===== src/rtl/instruction_fetch_unit_pkg.sv =====
// Shared definitions for the instruction fetch unit: state encoding,
// text-segment defaults and the helper that sizes the legal PC span.
package instruction_fetch_unit_pkg;

    typedef enum logic [1:0] {
        ST_IDLE  = 2'd0,
        ST_WAIT  = 2'd1,
        ST_ERROR = 2'd2
    } fetch_state_t;

    localparam logic [31:0] TEXT_BASE_DEFAULT    = 32'h0040_0000;
    localparam int          INSTR_BYTES          = 4;
    localparam int          MEMORY_DEPTH_DEFAULT = 64;

    // Byte offset from the text base to the last legal instruction word.
    function automatic int unsigned span_last_offset(input int unsigned depth);
        return (depth - 1) * INSTR_BYTES;
    endfunction

endpackage


===== src/rtl/fetch_wait_counter.sv =====
// Loadable down-counter used to time the program-memory access.
// Load has priority, hold freezes the count, and it parks at zero.
module fetch_wait_counter #(
    parameter int WIDTH = 1
) (
    input  logic             clk,
    input  logic             reset,
    input  logic             load,
    input  logic             hold,
    input  logic [WIDTH-1:0] load_value,
    output logic [WIDTH-1:0] count,
    output logic             zero
);

    logic [WIDTH-1:0] count_reg;

    // Count down toward zero unless loading or held.
    always_ff @(posedge clk or posedge reset) begin
        if (reset) begin
            count_reg <= '0;
        end else if (load) begin
            count_reg <= load_value;
        end else if (!hold && (count_reg != '0)) begin
            count_reg <= count_reg - WIDTH'(1);
        end
    end

    assign count = count_reg;
    assign zero  = (count_reg == '0);

endmodule


===== src/rtl/instruction_fetch_unit.sv =====
// Program-memory requester for the multicycle datapath. Holds PC and IR,
// presents the PC as the fetch address, and captures the returned word
// once the configured access latency has elapsed.
module instruction_fetch_unit
    import instruction_fetch_unit_pkg::*;
#(
    parameter int              DATA_WIDTH   = 32,
    parameter int              MEMORY_DEPTH = MEMORY_DEPTH_DEFAULT,
    parameter logic [31:0]     TEXT_BASE    = TEXT_BASE_DEFAULT,
    parameter int              MEM_LATENCY  = 1
) (
    input  logic                  clk,
    input  logic                  reset,
    input  logic                  fetch_start_i,
    input  logic                  stall_i,
    input  logic                  pc_write_i,
    input  logic [DATA_WIDTH-1:0] pc_next_i,
    input  logic [DATA_WIDTH-1:0] instruction_i,
    output logic [DATA_WIDTH-1:0] address_o,
    output logic [DATA_WIDTH-1:0] pc_o,
    output logic [DATA_WIDTH-1:0] pc_plus4_o,
    output logic [DATA_WIDTH-1:0] ir_o,
    output logic                  instr_valid_o,
    output logic                  busy_o,
    output logic                  addr_error_o
);

    localparam int CW = (MEM_LATENCY > 1) ? $clog2(MEM_LATENCY) : 1;
    localparam logic [CW-1:0] LOAD_VALUE = CW'(MEM_LATENCY - 1);

    // Span limits kept one bit wider so the top of the address space cannot wrap.
    localparam logic [DATA_WIDTH:0] TEXT_FIRST = (DATA_WIDTH+1)'(TEXT_BASE);
    localparam logic [DATA_WIDTH:0] TEXT_LAST  =
        TEXT_FIRST + (DATA_WIDTH+1)'(span_last_offset(MEMORY_DEPTH));

    fetch_state_t          state_reg;
    logic [DATA_WIDTH-1:0] pc_reg;
    logic [DATA_WIDTH-1:0] ir_reg;
    logic [DATA_WIDTH-1:0] pending_pc_reg;
    logic                  pending_reg;
    logic                  instr_valid_reg;
    logic                  addr_error_reg;

    logic [DATA_WIDTH-1:0] pc_plus4;
    logic                  fetch_legal;
    logic                  fetch_accept;
    logic                  counter_load;
    logic                  counter_hold;
    logic                  counter_zero;
    logic [CW-1:0]         counter_count;

    assign pc_plus4 = pc_reg + DATA_WIDTH'(INSTR_BYTES);

    // Legal fetch: word aligned and inside the text segment.
    always_comb begin
        fetch_legal = (pc_reg[1:0] == 2'b00)
                   && ({1'b0, pc_reg} >= TEXT_FIRST)
                   && ({1'b0, pc_reg} <= TEXT_LAST);
    end

    // A request in IDLE counts only when no redirect is being taken that cycle.
    assign fetch_accept = (state_reg == ST_IDLE) && !pc_write_i && fetch_start_i && !stall_i;
    assign counter_load = fetch_accept && fetch_legal;
    assign counter_hold = stall_i || (state_reg != ST_WAIT);

    fetch_wait_counter #(
        .WIDTH (CW)
    ) u_wait_counter (
        .clk        (clk),
        .reset      (reset),
        .load       (counter_load),
        .hold       (counter_hold),
        .load_value (LOAD_VALUE),
        .count      (counter_count),
        .zero       (counter_zero)
    );

    // Fetch FSM with PC, IR, pending redirect and registered status outputs.
    always_ff @(posedge clk or posedge reset) begin
        if (reset) begin
            state_reg       <= ST_IDLE;
            pc_reg          <= DATA_WIDTH'(TEXT_BASE);
            ir_reg          <= '0;
            pending_pc_reg  <= '0;
            pending_reg     <= 1'b0;
            instr_valid_reg <= 1'b0;
            addr_error_reg  <= 1'b0;
        end else begin
            instr_valid_reg <= 1'b0;
            case (state_reg)
                ST_IDLE: begin
                    if (pc_write_i) begin
                        pc_reg <= pc_next_i;
                    end else if (fetch_accept) begin
                        if (fetch_legal) begin
                            state_reg <= ST_WAIT;
                        end else begin
                            state_reg      <= ST_ERROR;
                            addr_error_reg <= 1'b1;
                        end
                    end
                end
                ST_WAIT: begin
                    // Redirects are deferred so the address stays stable during the access.
                    if (pc_write_i) begin
                        pending_reg    <= 1'b1;
                        pending_pc_reg <= pc_next_i;
                    end
                    if (!stall_i && counter_zero) begin
                        ir_reg          <= instruction_i;
                        instr_valid_reg <= 1'b1;
                        pending_reg     <= 1'b0;
                        state_reg       <= ST_IDLE;
                        if (pc_write_i) begin
                            pc_reg <= pc_next_i;
                        end else if (pending_reg) begin
                            pc_reg <= pending_pc_reg;
                        end else begin
                            pc_reg <= pc_plus4;
                        end
                    end
                end
                ST_ERROR: begin
                    state_reg <= ST_ERROR;
                end
                default: begin
                    state_reg <= ST_ERROR;
                end
            endcase
        end
    end

    assign address_o     = pc_reg;
    assign pc_o          = pc_reg;
    assign pc_plus4_o    = pc_plus4;
    assign ir_o          = ir_reg;
    assign instr_valid_o = instr_valid_reg;
    assign busy_o        = (state_reg == ST_WAIT);
    assign addr_error_o  = addr_error_reg;

    // The wait count itself is only consumed through the zero flag.
    logic unused_count;
    assign unused_count = ^counter_count;

endmodule

===== config.mk =====
export PLATFORM = sky130hd
export DESIGN_NAME = instruction_fetch_unit
export DESIGN_NICKNAME = d
export VERILOG_FILES = /design/src/rtl/instruction_fetch_unit_pkg.sv /design/src/rtl/fetch_wait_counter.sv /design/src/rtl/instruction_fetch_unit.sv
export SDC_FILE = /design/constraint.sdc
export NUM_CORES = 1
export LEC_CHECK = 0
export CAP_MARGIN = 5
export CORE_MARGIN = 2
export CORE_UTILIZATION = 40
export CTS_CLUSTER_SIZE = 30
export DETAILED_ROUTE_END_ITERATION = 6
export GPL_ROUTABILITY_DRIVEN = 1
export PLACE_DENSITY_LB_ADDON = 0.08
export SYNTH_ARGS = -nofsm -noshare
export SYNTH_HDL_FRONTEND = slang
export SYNTH_HIERARCHICAL = 1
export SYNTH_SLANG_ARGS = --single-unit

===== constraint.sdc =====
create_clock -name clk -period 9.3 [get_ports clk]
set_clock_uncertainty 0.05 [all_clocks]
set_input_delay 1.86 -clock clk [delete_from_list [all_inputs] [get_ports clk]]
set_output_delay 1.86 -clock clk [all_outputs]
set_load 0.05 [all_outputs]

==> run metrics <==
DRT antenna net count=0; largest cells by area after synthesis=dfrtp_1 (46%), mux2_2 (13%), buf_4 (4.8%); Crit Path Category=flip-flop to output port; GR peak layer=met2; Clock power frac=15.7%; num rows=42; Final TNS setup=0 ns; dpl ws=4.502 ns; Syn Std Cell Area=5490 um2; TritonCTS clock tree=done; All-Layer GR Usage=21.55%; port bufs=199; GR Util met3=6.297%; RSZ-0062 raised after global routing=false; Switching Fraction=51.22%; first-pass GRT wire length=24,360 um; H-tree depth=3; Critical Path AT=3.24 ns; Worst-path clk slew=0.07 ns; min-delay worst type=flip-flop to flip-flop; total grt overflow=0; Power, Total=0.002237 W; Worst Path Max Fanout=8; CP Launch Type=flip-flop; Layout Area Growth over Synthesis=39.22%; Final Setup Violations=0; Async SR Flop Fraction=100.0%; Gate power share=55.3%; nature of the critical path endpoint=output port; ys flop type=dfrtp_1; Seq/Total Area, Yosys=46.51%; Iteration-0 DRC Markers=270; vias per cell=5.392; CTS Buf Count=9; RR Endpoint=address_o[25]$_DFFE_PP0P_; core outline area=13,350 um2; # Post-CTS Setup Buffers=0; GP Congestion=0.8376; Reg2Reg Setup Slack=6.57 ns; Hold Fails Final Rpt=0; wire per inst=18.58 um; Clock Latency Late Sink=0.35 ns; Die W=121.2 um; fin worst setup slack=4.146 ns; clk sinks=102; Syn Nets=575; worst hold start=addr_error_o$_DFFE_PP0P_; Post-synth EDFFs=0; synth warn=6; nets=726; Max Clock Freq=194.0 MHz; drt first pass iters=4; fillcell total=1,189; worst-margin pin slew=1.076 ns; r2r worst-path depth=4; Reg area=2554 um2; leakage power=3.291 nW; net switching power figure=0.001146 W; Resized cells post-CTS=0; Max Buffers Root-to-Sink=2; Worst VDD drop=0.1666 mV; multi-input combinational cell area=2522 um2; Tcrit/Tclk final=55.42%; Critical Path, Cell by Cell=ha_1 > nand3_1 > or3_1 > nor2_1 > xor2_1 > clkdlybuf4s50_1; initial antenna violation count=0; Rel. slew slack=27.84%; final wirelength=15,520 um; Max stage delay cell, worst path=clkdlybuf4s50_1; Synth Instances=504; die area=14,680 um2; status=complete, no violations; total of max-cap violations=0; hold path depth=1; mean post-synth cell area=10.89 um2; clock root cell=clkbuf_16; PwrDens=292.6 nW/um2; HPWL after DPL=10,860 um; vias in the first global route=4,589; GR Util met2=35.67%; WP data required=7.39 ns; Slew Limit Fails=0; Initial Util=41.13%; Worst Hold Path EP=addr_error_o$_DFFE_PP0P_; # hold bufs at CTS=0; Synth cell types=61; post-synth top area cell=dfrtp_1; largest net degree at the start of global routing=77; Synth top area share=46.03%; met1 Use GR=27.05%; n_diodes=0; flops & latches, synth=102; share of layout cells above drive strength 1=16.39%; I/O pins=200; die height=121.2 um; Reg power frac=29.0%; Crit path largest cell delay=0.84 ns; drt drc=0; Vias=4,502; worst flop-to-flop path startpoint=pending_reg$_DFFE_PP0P_; Final min period=5.154 ns; Pint=0.001091 W
[synthesized netlist by cell type (3+ instances only)]
master	n
dfrtp_1	101
mux2_2	64
buf_4	35
nand2_1	30
nor2_1	22
a21oi_1	20
nand3_1	19
clkbuf_1	17
xor2_1	16
o21ai_0	13
xnor2_1	12
and3_1	11
inv_1	10
buf_2	9
mux2i_1	8
nand4_1	7
nor4_1	7
a221o_1	6
a221oi_1	6
o2bb2ai_1	6
a22o_1	5
nand2b_1	5
nor3_1	5
nor3_2	5
o211ai_1	5
o22ai_1	5
a22oi_1	4
or3_1	4
a21o_1	3
buf_1	3
nand4_4	3
[worst max path at each step]
stage / startpoint / end / slack (ns) / depth (start not counted)
CTS: address_o[2]$_DFFE_PP0P_ / pc_plus4_o[20] / 4.11 / 6
detailed placement: address_o[2]$_DFFE_PP0P_ / pc_plus4_o[20] / 4.50 / 6
floorplan: address_o[2]$_DFFE_PP0P_ / pc_plus4_o[20] / 4.69 / 6
global placement: address_o[2]$_DFFE_PP0P_ / pc_plus4_o[20] / 4.53 / 6
global route: address_o[2]$_DFFE_PP0P_ / pc_plus4_o[28] / 3.94 / 6
finish: address_o[2]$_DFFE_PP0P_ / pc_plus4_o[22] / 4.15 / 6
[cell usage in the layout, fill, tap and decap left out, types with 8 or more instances in the layout]
master / n
mux2_2: 64
nand2_1: 30
mux2i_1: 8
inv_1: 9
clkdlybuf4s50_1: 199
xor2_1: 16
xnor2_1: 12
nand3_1: 19
clkbuf_16: 9
nor2_1: 22
a21oi_1: 20
o21ai_0: 13
and3_1: 11
dfrtp_1: 101
[metal layers]
layer	part of all wire (%)	wire length, um	up-vias
met2	48	7508	185
li1	-	-	2097
met4	1.1	170	0
met3	9.0	1393	13
met5	0	0	-
met1	42	6444	2207
[worst max-delay path: cells and delay by family (launching register included)]
family                     cells  cell delay (ns)
and+or+nand+nor                3             1.14
buffers and inverters          1             0.84
DFF                            1             0.50
adders and majority gates      1             0.23
xor gates and xnor gates       1             0.19
[cells by family after synthesis]
logic type	Yosys count	synth area share (%)
multiplexers	72	14.59
other	1	0.06830
buffers and inverters	76	7.976
XOR/XNOR	28	4.467
AND/OR/NAND/NOR	135	14.70
flip-flops	102	46.51
adder cells (fa/ha/maj)	2	0.4557
AO/OA/AOI/OAI	88	11.24
[cell type report]
| cell class | instances | area share (%) |
|---|---|---|
| clock buffer | 11 | 3.176 |
| timing repair buffer | 205 | 26.65 |
| sequential | 102 | 33.41 |
| inverter | 11 | 0.5729 |
| clock inverter | 4 | 0.3110 |
| tap | 176 | 2.881 |
| multi-input combinational | 326 | 33.00 |
[metrics by stage]
stage | hold WS, ns | instances | area, um2 | utilization, %
6_report | 0.4285 | 835 | 7644 | 57.26
2_1_floorplan | 0.4165 | 504 | 5490 | -
3_3_place_gp | 0.4048 | 820 | 7377 | 55.27
5_1_grt | 0.4625 | 835 | 7644 | 57.26
4_1_cts | 0.4308 | 835 | 7644 | 57.26
3_5_place_dp | 0.4101 | 820 | 7377 | 55.27
[power groups by stage]
stage / sequential [W] / clock [W] / combinational (W)
5_1_grt: 0.000665 / 0.000379 / 0.00128
4_1_cts: 0.000649 / 0.000362 / 0.00124
6_report: 0.000648 / 0.000351 / 0.00124
3_5_place_dp: 0.000656 / 0 / 0.00124
2_1_floorplan: 0.000803 / 0 / 0.000728
3_3_place_gp: 0.000653 / 0 / 0.00124
Power figures use the tool's default switching activity.
